File: src/rtl/leds_controller_if.sv
// Command/LED bus between the command decoder and the LED driver.
//   cmd  : 3-bit LED command pattern (bit i requests LED i)
//   leds : 3-bit registered LED drive (bit i = LED i, 1 = on)
// The master modport is used by the command source.
// The slave modport is used by leds_controller.
interface leds_controller_if;
    logic [2:0] cmd;
    logic [2:0] leds;

    modport master (output cmd, input leds);
    modport slave  (input cmd, output leds);
endinterface

File: src/rtl/leds_controller.sv
// Three-LED driver.
//
// In AUTO mode the block rotates a one-hot pattern: 001 -> 010 -> 100 -> 001.
// Each LED stays lit for AUTO_PERIOD cycles.
//
// A nonzero change on the command bus is a command event. It latches the
// commanded pattern onto the LEDs for MANUAL_HOLD cycles. After that window
// the block returns to AUTO mode, starting again from 001.
//
// Ports:
//   clk    : system clock, rising edge
//   reset  : synchronous, active-high reset
//   bus_io : slave side of leds_controller_if (cmd in, leds out)
module leds_controller #(
    parameter int unsigned AUTO_PERIOD = 5,
    parameter int unsigned MANUAL_HOLD = 20,
    parameter int unsigned CNT_W       = 16
) (
    input  logic                clk,
    input  logic                reset,
    leds_controller_if.slave    bus_io
);

    typedef enum logic {StAuto, StManual} mode_e;

    localparam logic [CNT_W-1:0] AutoLast = CNT_W'(AUTO_PERIOD - 1);
    localparam logic [CNT_W-1:0] HoldLast = CNT_W'(MANUAL_HOLD - 1);

    mode_e            mode_q, mode_d;
    logic [2:0]       leds_q, leds_d;
    logic [2:0]       cmd_q, cmd_d;
    logic [CNT_W-1:0] auto_cnt_q, auto_cnt_d;
    logic [CNT_W-1:0] hold_cnt_q, hold_cnt_d;
    logic             cmd_event;

    // A change to 000 is deliberately not an event.
    assign cmd_event = (bus_io.cmd != cmd_q) && (bus_io.cmd != 3'b000);

    always_comb begin
        mode_d     = mode_q;
        leds_d     = leds_q;
        cmd_d      = bus_io.cmd;
        auto_cnt_d = auto_cnt_q;
        hold_cnt_d = hold_cnt_q;

        if (cmd_event) begin
            // An event wins even on the edge where the hold would expire.
            mode_d     = StManual;
            leds_d     = bus_io.cmd;
            auto_cnt_d = '0;
            hold_cnt_d = '0;
        end else begin
            unique case (mode_q)
                StManual: begin
                    if (hold_cnt_q == HoldLast) begin
                        mode_d     = StAuto;
                        leds_d     = 3'b001;
                        auto_cnt_d = '0;
                        hold_cnt_d = '0;
                    end else begin
                        hold_cnt_d = hold_cnt_q + CNT_W'(1);
                    end
                end
                StAuto: begin
                    if (auto_cnt_q == AutoLast) begin
                        auto_cnt_d = '0;
                        leds_d     = {leds_q[1:0], leds_q[2]};
                    end else begin
                        auto_cnt_d = auto_cnt_q + CNT_W'(1);
                    end
                end
                default: begin
                    mode_d = StAuto;
                    leds_d = 3'b001;
                end
            endcase
        end
    end

    always_ff @(posedge clk) begin
        if (reset) begin
            mode_q     <= StAuto;
            leds_q     <= 3'b001;
            cmd_q      <= 3'b000;
            auto_cnt_q <= '0;
            hold_cnt_q <= '0;
        end else begin
            mode_q     <= mode_d;
            leds_q     <= leds_d;
            cmd_q      <= cmd_d;
            auto_cnt_q <= auto_cnt_d;
            hold_cnt_q <= hold_cnt_d;
        end
    end

    assign bus_io.leds = leds_q;

endmodule

File: src/flat_wrapper.sv
// flat-port wrapper written by rule: the top's interface ports become plain ports
module leds_controller_flat 
#(
    parameter int unsigned AUTO_PERIOD = 5,
    parameter int unsigned MANUAL_HOLD = 20,
    parameter int unsigned CNT_W       = 16
)
  (clk, reset, bus_io_cmd, bus_io_leds);
  leds_controller_if bus_io_i ();
  input  logic clk;
  input  logic reset;
  input wire logic [$bits(bus_io_i.cmd)-1:0] bus_io_cmd;
  output wire logic [$bits(bus_io_i.leds)-1:0] bus_io_leds;
  assign bus_io_i.cmd = bus_io_cmd;
  assign bus_io_leds = bus_io_i.leds;
  leds_controller #(.AUTO_PERIOD(AUTO_PERIOD), .MANUAL_HOLD(MANUAL_HOLD), .CNT_W(CNT_W)) u_core (.clk(clk), .reset(reset), .bus_io(bus_io_i));
endmodule
File: config.mk
export PLATFORM = sky130hd
export DESIGN_NAME = leds_controller_flat
export DESIGN_NICKNAME = d
export VERILOG_FILES = /design/src/rtl/leds_controller_if.sv /design/src/rtl/leds_controller.sv /design/src/flat_wrapper.sv
export SDC_FILE = /design/constraint.sdc
export NUM_CORES = 1
export LEC_CHECK = 0
export CORE_MARGIN = 8
export CORE_UTILIZATION = 54
export DETAILED_ROUTE_END_ITERATION = 7
export GPL_TIMING_DRIVEN = 0
export PLACE_DENSITY_LB_ADDON = 0.08
export SYNTH_ARGS = -nofsm -noshare
export SYNTH_HDL_FRONTEND = slang
export SYNTH_SLANG_ARGS = --single-unit
File: constraint.sdc
create_clock -name clk -period 2.3 [get_ports clk]
set_clock_uncertainty 0.15 [all_clocks]
set_input_delay 0.46 -clock clk [delete_from_list [all_inputs] [get_ports clk]]
set_output_delay 0.46 -clock clk [all_outputs]
set_load 0.05 [all_outputs]
==> metrics.log, run 1 <==
[metrics] final worst hold slack: 0.342 ns
[metrics] antenna violations before repair: 0
[metrics] RePlAce Congestion: 0.795
[metrics] Max Transition Viols Final: 0
[metrics] maximum count of clock buffers along a single path: 2
[metrics] maximum ir drop on the vdd rail: 0.000297 V
[metrics] final setup violating endpoints: 0
[metrics] Area growth, synth to finish: 12.8%
[metrics] ys async rst share: 0
[metrics] Die Y-Extent: 77.3 um
[metrics] Yosys warning total: 0
[metrics] DRT Pass-1 Iters: 5
[metrics] Total Die Area: 5980 sq um
[metrics] Clock H-tree levels: 2
[metrics] reported max-cap violation count: 0
[metrics] master of the slowest instance on the critical path: sky130_fd_sc_hd__or4_4
[metrics] library cells used by synthesis: 44
[metrics] post-synthesis area per instance: 8.12 sq um
[metrics] Critical Path Fanout Max: 9
[metrics] count of buffers from port buffering: 5
[metrics] static leakage: 0.730 nW
[metrics] number of nets in the layout: 269
[metrics] wire per inst: 13.7 um
[metrics] flip-flop and latch count after synthesis: 39
[metrics] clock insertion delay at the later pin of the skew report: 0.29 ns
[metrics] final worst slack: 0.0701 ns
[metrics] Worst slew margin: 0.669
[metrics] I/O Pins: 8
[metrics] # clock sinks: 39
[metrics] biggest cell delay along the critical path: 0.55 ns
[metrics] Final Power: 1.43 mW
[metrics] post-route non-filler standard cell count: 310
[metrics] post-detailed-route via-to-cell ratio: 5.88
[metrics] n_diodes: 0
[metrics] CTS Buf Count: 5
[metrics] hold violation count in the final report: 0
[metrics] RSZ-0062 raised after global routing: yes
[metrics] pin count of the biggest net entering global routing: 13
[metrics] total number of vias: 1824
[metrics] final worst path period need: 2.23 ns
[metrics] Mapped Area: 2030 sq um
[metrics] final antenna-violating net count: 0
[metrics] Finished Cell Area: 2290 sq um
[metrics] overall global routing resource usage: 0.146
[metrics] clock input transition at the sequential cells of the worst setup and hold paths: 0.08 ns
[metrics] detailed-route DRC error count: 0
[metrics] multi-input logic area: 1200 sq um
[metrics] gate count after technology mapping: 250
[metrics] Setup Total Neg Slack: 0 ns
[metrics] required time of the critical path: 2.33 ns
[metrics] part of the Yosys area used for sequential elements: 0.385
[metrics] Arr. time, crit path: 2.26 ns
[metrics] share of post-route cells with drive strength above 1: 0.0992
[metrics] starting density of the core: 0.559
[metrics] area of the core: 3630 sq um
[metrics] synth top area cells: sky130_fd_sc_hd__dfxtp_1 38%, sky130_fd_sc_hd__nor2_1 6.1%, sky130_fd_sc_hd__a21oi_1 4.7%
[metrics] half-perimeter wire length after placement: 3.00 mm
[metrics] die boundary width: 77.3 um
[metrics] pre-CTS setup slack: -0.232 ns
[metrics] starting DRC count in detailed routing: 214
[metrics] final worst-path cycle share: 0.970
[metrics] run status: complete, no violations
[metrics] root buffer cell: sky130_fd_sc_hd__clkbuf_8
[metrics] Post-synth EDFFs: 0
[metrics] Critical Path, Cell by Cell: clkbuf_1 > or4_4 > o41a_1 > a21o_1 > a21oi_1 > nor2_1
[metrics] post-route core utilization: 0.630
[metrics] actual slew at the worst max-slew pin: 0.493 ns
[metrics] area share of the largest cell type after synthesis: 0.385
[metrics] power per unit of standard cell area: 626 nW/um^2
[metrics] kind of path behind the tightest hold check: flop to flop
[metrics] Setup crit end kind: flop
[metrics] cell taking the most area after synthesis: sky130_fd_sc_hd__dfxtp_1
[metrics] commonest cells in the synthesized netlist: 39 x sky130_fd_sc_hd__dfxtp_1, 33 x sky130_fd_sc_hd__nor2_1, 19 x sky130_fd_sc_hd__a21oi_1
[metrics] total cell area at the placement stage: 2140 sq um
[metrics] FMAX: 448 MHz
[metrics] wirelength, routed: 4.23 mm
[metrics] TritonCTS clock tree: built
[metrics] Bufs and invs on worst path: 1
[metrics] storage element area: 781 sq um
[metrics] global-route wire length before repair: 7.29 mm
[metrics] cell total after placement: 303
[metrics] Crit path max-delay family: compound AO/OA/AOI/OAI gates
[metrics] element type at the critical path start: flop
[metrics] Site Rows: 22
[metrics] WS Path Type: flop to flop
[metrics] total grt overflow: 0
[metrics] most repeated cell in the gate-level netlist after synthesis: sky130_fd_sc_hd__dfxtp_1
[metrics] number of global-route vias before repair: 1632
[metrics] filler cell count: 328
[metrics] net count after synthesis: 258
[metrics] Primary FF master, synth: sky130_fd_sc_hd__dfxtp_1
==> per-layer routing <==
metal	track usage	routed length (um)
met3	0.0501	165
met1	0.180	2060
met2	0.233	1990
met4	0.0453	23
met5	0	0
==> timing repair <==
item / CTS / global route
cloned: 0 / 0
pin swaps: 1 / 0
hold buffers: 0 / 0
setup endpoints to repair: 22 / 19
setup buffers: 1 / 0
resized for setup: 2 / 12
==> cells by family after synthesis <==
logic type	count (synthesis)	share of synthesized area
adder cells (fa/ha/maj)	3	0.0185
flip-flops	39	0.385
buffers and inverters	19	0.0358
AO/OA/AOI/OAI	58	0.195
AND/OR/NAND/NOR	116	0.300
XOR/XNOR	14	0.0604
multiplexers	1	0.00555
==> cell type report <==
class	count	share of cell area
Buffer	13	0.0252
Clock buffer	6	0.0361
Clock inverter	2	0.0153
Inverter	4	0.00656
Sequential cell	39	0.341
Timing Repair Buffer	6	0.0252
Tap cell	48	0.0262
Multi-Input combinational cell	192	0.524
==> sequential cells by signal (all words and copies together), names as in the netlist <==
name,flops
u_core.hold_cnt_q,16
u_core.auto_cnt_q,16
u_core.bus_io.leds,3
u_core.cmd_q,3
u_core.mode_q,1
==> path summary, 6_finish.rpt <==
kind                                 to  depth (start not counted)             startpoint  slack (ns)
setup reg to reg   u_core.auto_cnt_q[4]                          6   u_core.hold_cnt_q[2]        0.07
hold reg to reg   u_core.bus_io.leds[2]                          2  u_core.bus_io.leds[2]        0.34
hold / removal    u_core.bus_io.leds[2]                          2  u_core.bus_io.leds[2]        0.34
setup / recovery   u_core.auto_cnt_q[4]                          6   u_core.hold_cnt_q[2]        0.07
==> cells in the final DEF, fill, tap and decap left out, types with 6 or more instances in the layout <==
master / count
sky130_fd_sc_hd__clkbuf_1: 8
sky130_fd_sc_hd__nand3_1: 13
sky130_fd_sc_hd__nor3_1: 6
sky130_fd_sc_hd__a21oi_1: 19
sky130_fd_sc_hd__dfxtp_1: 39
sky130_fd_sc_hd__clkbuf_8: 6
sky130_fd_sc_hd__nor2_1: 33
sky130_fd_sc_hd__nand4_1: 6
sky130_fd_sc_hd__o21ai_0: 14
sky130_fd_sc_hd__xor2_1: 8
sky130_fd_sc_hd__xnor2_1: 6
sky130_fd_sc_hd__nand2_1: 18
==> power breakdown <==
part           switching [mW]  total [mW]  leakage (nW)  internal (mW)
sequential            0.00848       0.694         0.316          0.685
combinational          0.0932       0.147         0.353         0.0537
clock                   0.240       0.591        0.0612          0.351
==> worst reg2reg max path, cell delays in order, from the launching register on <==
cell and delay (ns):
sky130_fd_sc_hd__dfxtp_1 0.30, sky130_fd_sc_hd__clkbuf_1 0.18, sky130_fd_sc_hd__or4_4 0.55, sky130_fd_sc_hd__o41a_1 0.54, sky130_fd_sc_hd__a21o_1 0.21, sky130_fd_sc_hd__a21oi_1 0.13, sky130_fd_sc_hd__nor2_1 0.05
(Power assumes the default switching activity.)
==> run 2, diff against run 1 <==
--- a/config.mk
+++ b/config.mk
@@ -10,6 +10,7 @@
 export DETAILED_ROUTE_END_ITERATION = 7
 export GPL_TIMING_DRIVEN = 0
 export PLACE_DENSITY_LB_ADDON = 0.08
+export SKIP_LAST_GASP = 1
 export SYNTH_ARGS = -nofsm -noshare
 export SYNTH_HDL_FRONTEND = slang
 export SYNTH_SLANG_ARGS = --single-unit
==> results of run 2 <==
The final DEF is identical to that of run 1; final timing and power are the same.
==> run 3, diff against run 2 <==
--- a/config.mk
+++ b/config.mk
@@ -9,7 +9,7 @@
 export CORE_UTILIZATION = 54
 export DETAILED_ROUTE_END_ITERATION = 7
 export GPL_TIMING_DRIVEN = 0
-export PLACE_DENSITY_LB_ADDON = 0.08
+export PLACE_DENSITY = 0.82
 export SKIP_LAST_GASP = 1
 export SYNTH_ARGS = -nofsm -noshare
 export SYNTH_HDL_FRONTEND = slang
==> run 3 against run 2 <==
Effect of this change: clock power decreased by 8.3%; largest power group unchanged; die area unchanged; critical path depth decreased by 1; combinational power rose by 6%; cell area is 0.16% higher; sequential power barely moved; wire length increased by 2.3%; maximum frequency grew 1.3%; flip-flop and latch count did not move; final cell count down 0.32%.
==> metrics.log, run 3 (synthesis results as in run 1) <==
[metrics] run status: complete, no violations
[metrics] area of the core: 3630 sq um (unchanged)
[metrics] multi-input logic area: 1210 sq um (+0.94%)
[metrics] overall global routing resource usage: 0.151 (+0.00467)
[metrics] power per unit of standard cell area: 607 nW/um^2 (-3.0%)
[metrics] required time of the critical path: 2.36 ns (+0.03 ns)
[metrics] biggest cell delay along the critical path: 0.57 ns (+0.02 ns)
[metrics] final setup violating endpoints: 0 (unchanged)
[metrics] Max Transition Viols Final: 0 (unchanged)
[metrics] kind of path behind the tightest hold check: flop to flop
[metrics] element type at the critical path start: flop
[metrics] hold buffer count at CTS: 0 (unchanged)
[metrics] post-detailed-route via-to-cell ratio: 5.98 (+1.6%)
[metrics] Critical Path, Cell by Cell: or4_4 > o41ai_4 > nand2_2 > and2_4 > a221oi_2
[metrics] I/O Pins: 8 (unchanged)
[metrics] final worst-path cycle share: 0.957 (-0.0125)
[metrics] top library cells by usage in the layout, fill and taps aside: 39 x sky130_fd_sc_hd__dfxtp_1, 33 x sky130_fd_sc_hd__nor2_1, 19 x sky130_fd_sc_hd__a21oi_1
[metrics] Critical Path Fanout Max: 4 (-5)
[metrics] reported max-cap violation count: 0 (unchanged)
[metrics] Worst slew margin: 0.644 (-0.0257)
[metrics] Site Rows: 22 (unchanged)
[metrics] n_diodes: 0 (unchanged)
[metrics] total number of vias: 1848 (+1.3%)
[metrics] WS Path Type: flop to flop
[metrics] clock input transition at the sequential cells of the worst setup and hold paths: 0.07 ns (about the same)
[metrics] Die Y-Extent: 77.3 um (unchanged)
[metrics] RSZ-0062 raised after global routing: yes
[metrics] clock insertion delay at the later pin of the skew report: 0.29 ns (about the same)
[metrics] maximum ir drop on the vdd rail: 0.000453 V (+53%)
[metrics] filler cell count: 318 (-3.0%)
[metrics] starting DRC count in detailed routing: 76 (-64%)
[metrics] master of the slowest instance on the critical path: sky130_fd_sc_hd__or4_4
[metrics] maximum count of clock buffers along a single path: 2 (unchanged)
[metrics] detailed-route DRC error count: 0 (unchanged)
[metrics] actual slew at the worst max-slew pin: 0.521 ns (+0.0278 ns)
[metrics] global-route wire length before repair: 7.50 mm (+2.8%)
[metrics] pin count of the biggest net entering global routing: 12 (-1)
[metrics] total grt overflow: 0 (unchanged)
[metrics] Arr. time, crit path: 2.26 ns (about the same)
[metrics] # clock sinks: 39 (unchanged)
[metrics] count of buffers from port buffering: 5 (unchanged)
[metrics] Clock H-tree levels: 2 (unchanged)
[metrics] wire per inst: 14.0 um (+2.6%)
[metrics] Final Power: 1.39 mW (-2.8%)
[metrics] static leakage: 0.728 nW (-0.28%)
[metrics] hold violation count in the final report: 0 (unchanged)
[metrics] Setup crit end kind: flop
[metrics] TritonCTS clock tree: built
[metrics] depth of the worst register-to-register path: 5 (-1)
[metrics] most common cell after layout, fill and taps aside: sky130_fd_sc_hd__dfxtp_1
[metrics] Total Die Area: 5980 sq um (unchanged)
[metrics] final antenna-violating net count: 0 (unchanged)
[metrics] number of global-route vias before repair: 1748 (+7.1%)
[metrics] Met3 Wirelength: 198 um (+20%)
[metrics] final worst slack: 0.0989 ns (+0.0288 ns)
[metrics] number of nets in the layout: 269 (unchanged)
[metrics] post-route core utilization: 0.631 (+0.00103)
[metrics] routed length on met1: 2.04 mm (-0.97%)
[metrics] starting density of the core: 0.559 (unchanged)
[metrics] root buffer cell: sky130_fd_sc_hd__clkbuf_8
[metrics] RePlAce Congestion: 0.897 (+13%)
[metrics] Area growth, synth to finish: 12.9%
[metrics] DRT Pass-1 Iters: 4 (-1)
[metrics] Regs by FF count: u_core.auto_cnt_q x16, u_core.hold_cnt_q x16
[metrics] final worst path period need: 2.20 ns (-0.0288 ns)
[metrics] Routed met2 length: 2.02 mm (+1.6%)
[metrics] pre-CTS setup slack: -0.253 ns (-0.0204 ns)
[metrics] half-perimeter wire length after placement: 2.91 mm (-3.1%)
[metrics] die boundary width: 77.3 um (unchanged)
[metrics] share of post-route cells with drive strength above 1: 0.107 (+0.00804)
[metrics] antenna violations before repair: 0 (unchanged)
[metrics] CTS Buf Count: 5 (unchanged)
[metrics] top metal layer carrying routed signals: met4
[metrics] storage element area: 781 sq um (unchanged)
[metrics] number of cells on the worst hold path: 2 (unchanged)
[metrics] FMAX: 454 MHz (+1.3%)
[metrics] wirelength, routed: 4.33 mm (+2.3%)
-- run 3: cell types whose count changed in the layout (fill, tap and decap cells not counted) --
| cell | previous run | this run |
|---|---|---|
| sky130_fd_sc_hd__and2_4 | 0 | 1 |
| sky130_fd_sc_hd__clkinv_2 | 1 | 0 |
| sky130_fd_sc_hd__a221oi_2 | 1 | 2 |
| sky130_fd_sc_hd__buf_6 | 0 | 1 |
| sky130_fd_sc_hd__nor3_2 | 2 | 3 |
| sky130_fd_sc_hd__clkbuf_8 | 6 | 5 |
| sky130_fd_sc_hd__nor3_1 | 6 | 5 |
| sky130_fd_sc_hd__and2_1 | 1 | 0 |
| sky130_fd_sc_hd__a221oi_1 | 1 | 0 |
| sky130_fd_sc_hd__o21ai_2 | 0 | 1 |
| sky130_fd_sc_hd__o21ai_1 | 1 | 0 |
| sky130_fd_sc_hd__nor4_2 | 1 | 0 |
| sky130_fd_sc_hd__nor4_1 | 5 | 6 |
-- run 3: repair_timing --
action | CTS | global route
setup buffers | 1 | 1
pin swaps | 1 | 3
cloned | 0 | 0
resized for setup | 3 | 14
endpoints found under the setup margin | 13 | 34
-- run 3: routing by layer --
metal,GRT usage,up-vias
met4,0.0679,0
li1,-,940
met3,0.0536,8
met5,0,-
met1,0.181,867
met2,0.236,33
-- run 3: final timing paths --
check / start / to / slack, ns
worst max register to register: u_core.hold_cnt_q[10] / u_core.bus_io.leds[1] / 0.1
worst min-delay path: u_core.auto_cnt_q[15] / u_core.auto_cnt_q[15] / 0.35
worst max-delay path: u_core.hold_cnt_q[10] / u_core.bus_io.leds[1] / 0.1
worst min register to register: u_core.auto_cnt_q[15] / u_core.auto_cnt_q[15] / 0.35
-- run 3: cell type report --
class                      instances  share of cell area
multi-input combinational        192               0.528
sequential                        39               0.341
clock buffer                       6              0.0317
timing repair buffer               7              0.0284
tap                               48              0.0262
buffer                            12              0.0251
clock inverter                     1              0.0131
inverter                           4             0.00655
-- run 3: through the flow --
stage / hold WS, ns / setup TNS (ns) / std cells / area [sq um]
finish: 0.351 / 0 / 309 / 2290
global route: 0.373 / -0.0992 / 309 / 2290
detailed placement: 0.332 / -4.55 / 303 / 2140
global placement: 0.325 / -3.27 / 303 / 2140
floorplan: 0.308 / 0 / 250 / 2030
CTS: 0.349 / 0 / 310 / 2250
-- run 3: power by group --
group	internal, mW	switching, mW
logic	0.0583	0.0974
clock network	0.318	0.224
registers	0.686	0.00871
-- run 3: critical path: cells and delay by family (launching register included) --
| kind | cells | cell delay (ns) |
|---|---|---|
| AND/OR/NAND/NOR | 3 | 0.90 |
| flip-flops | 1 | 0.34 |
| AO/OA/AOI/OAI | 2 | 0.73 |
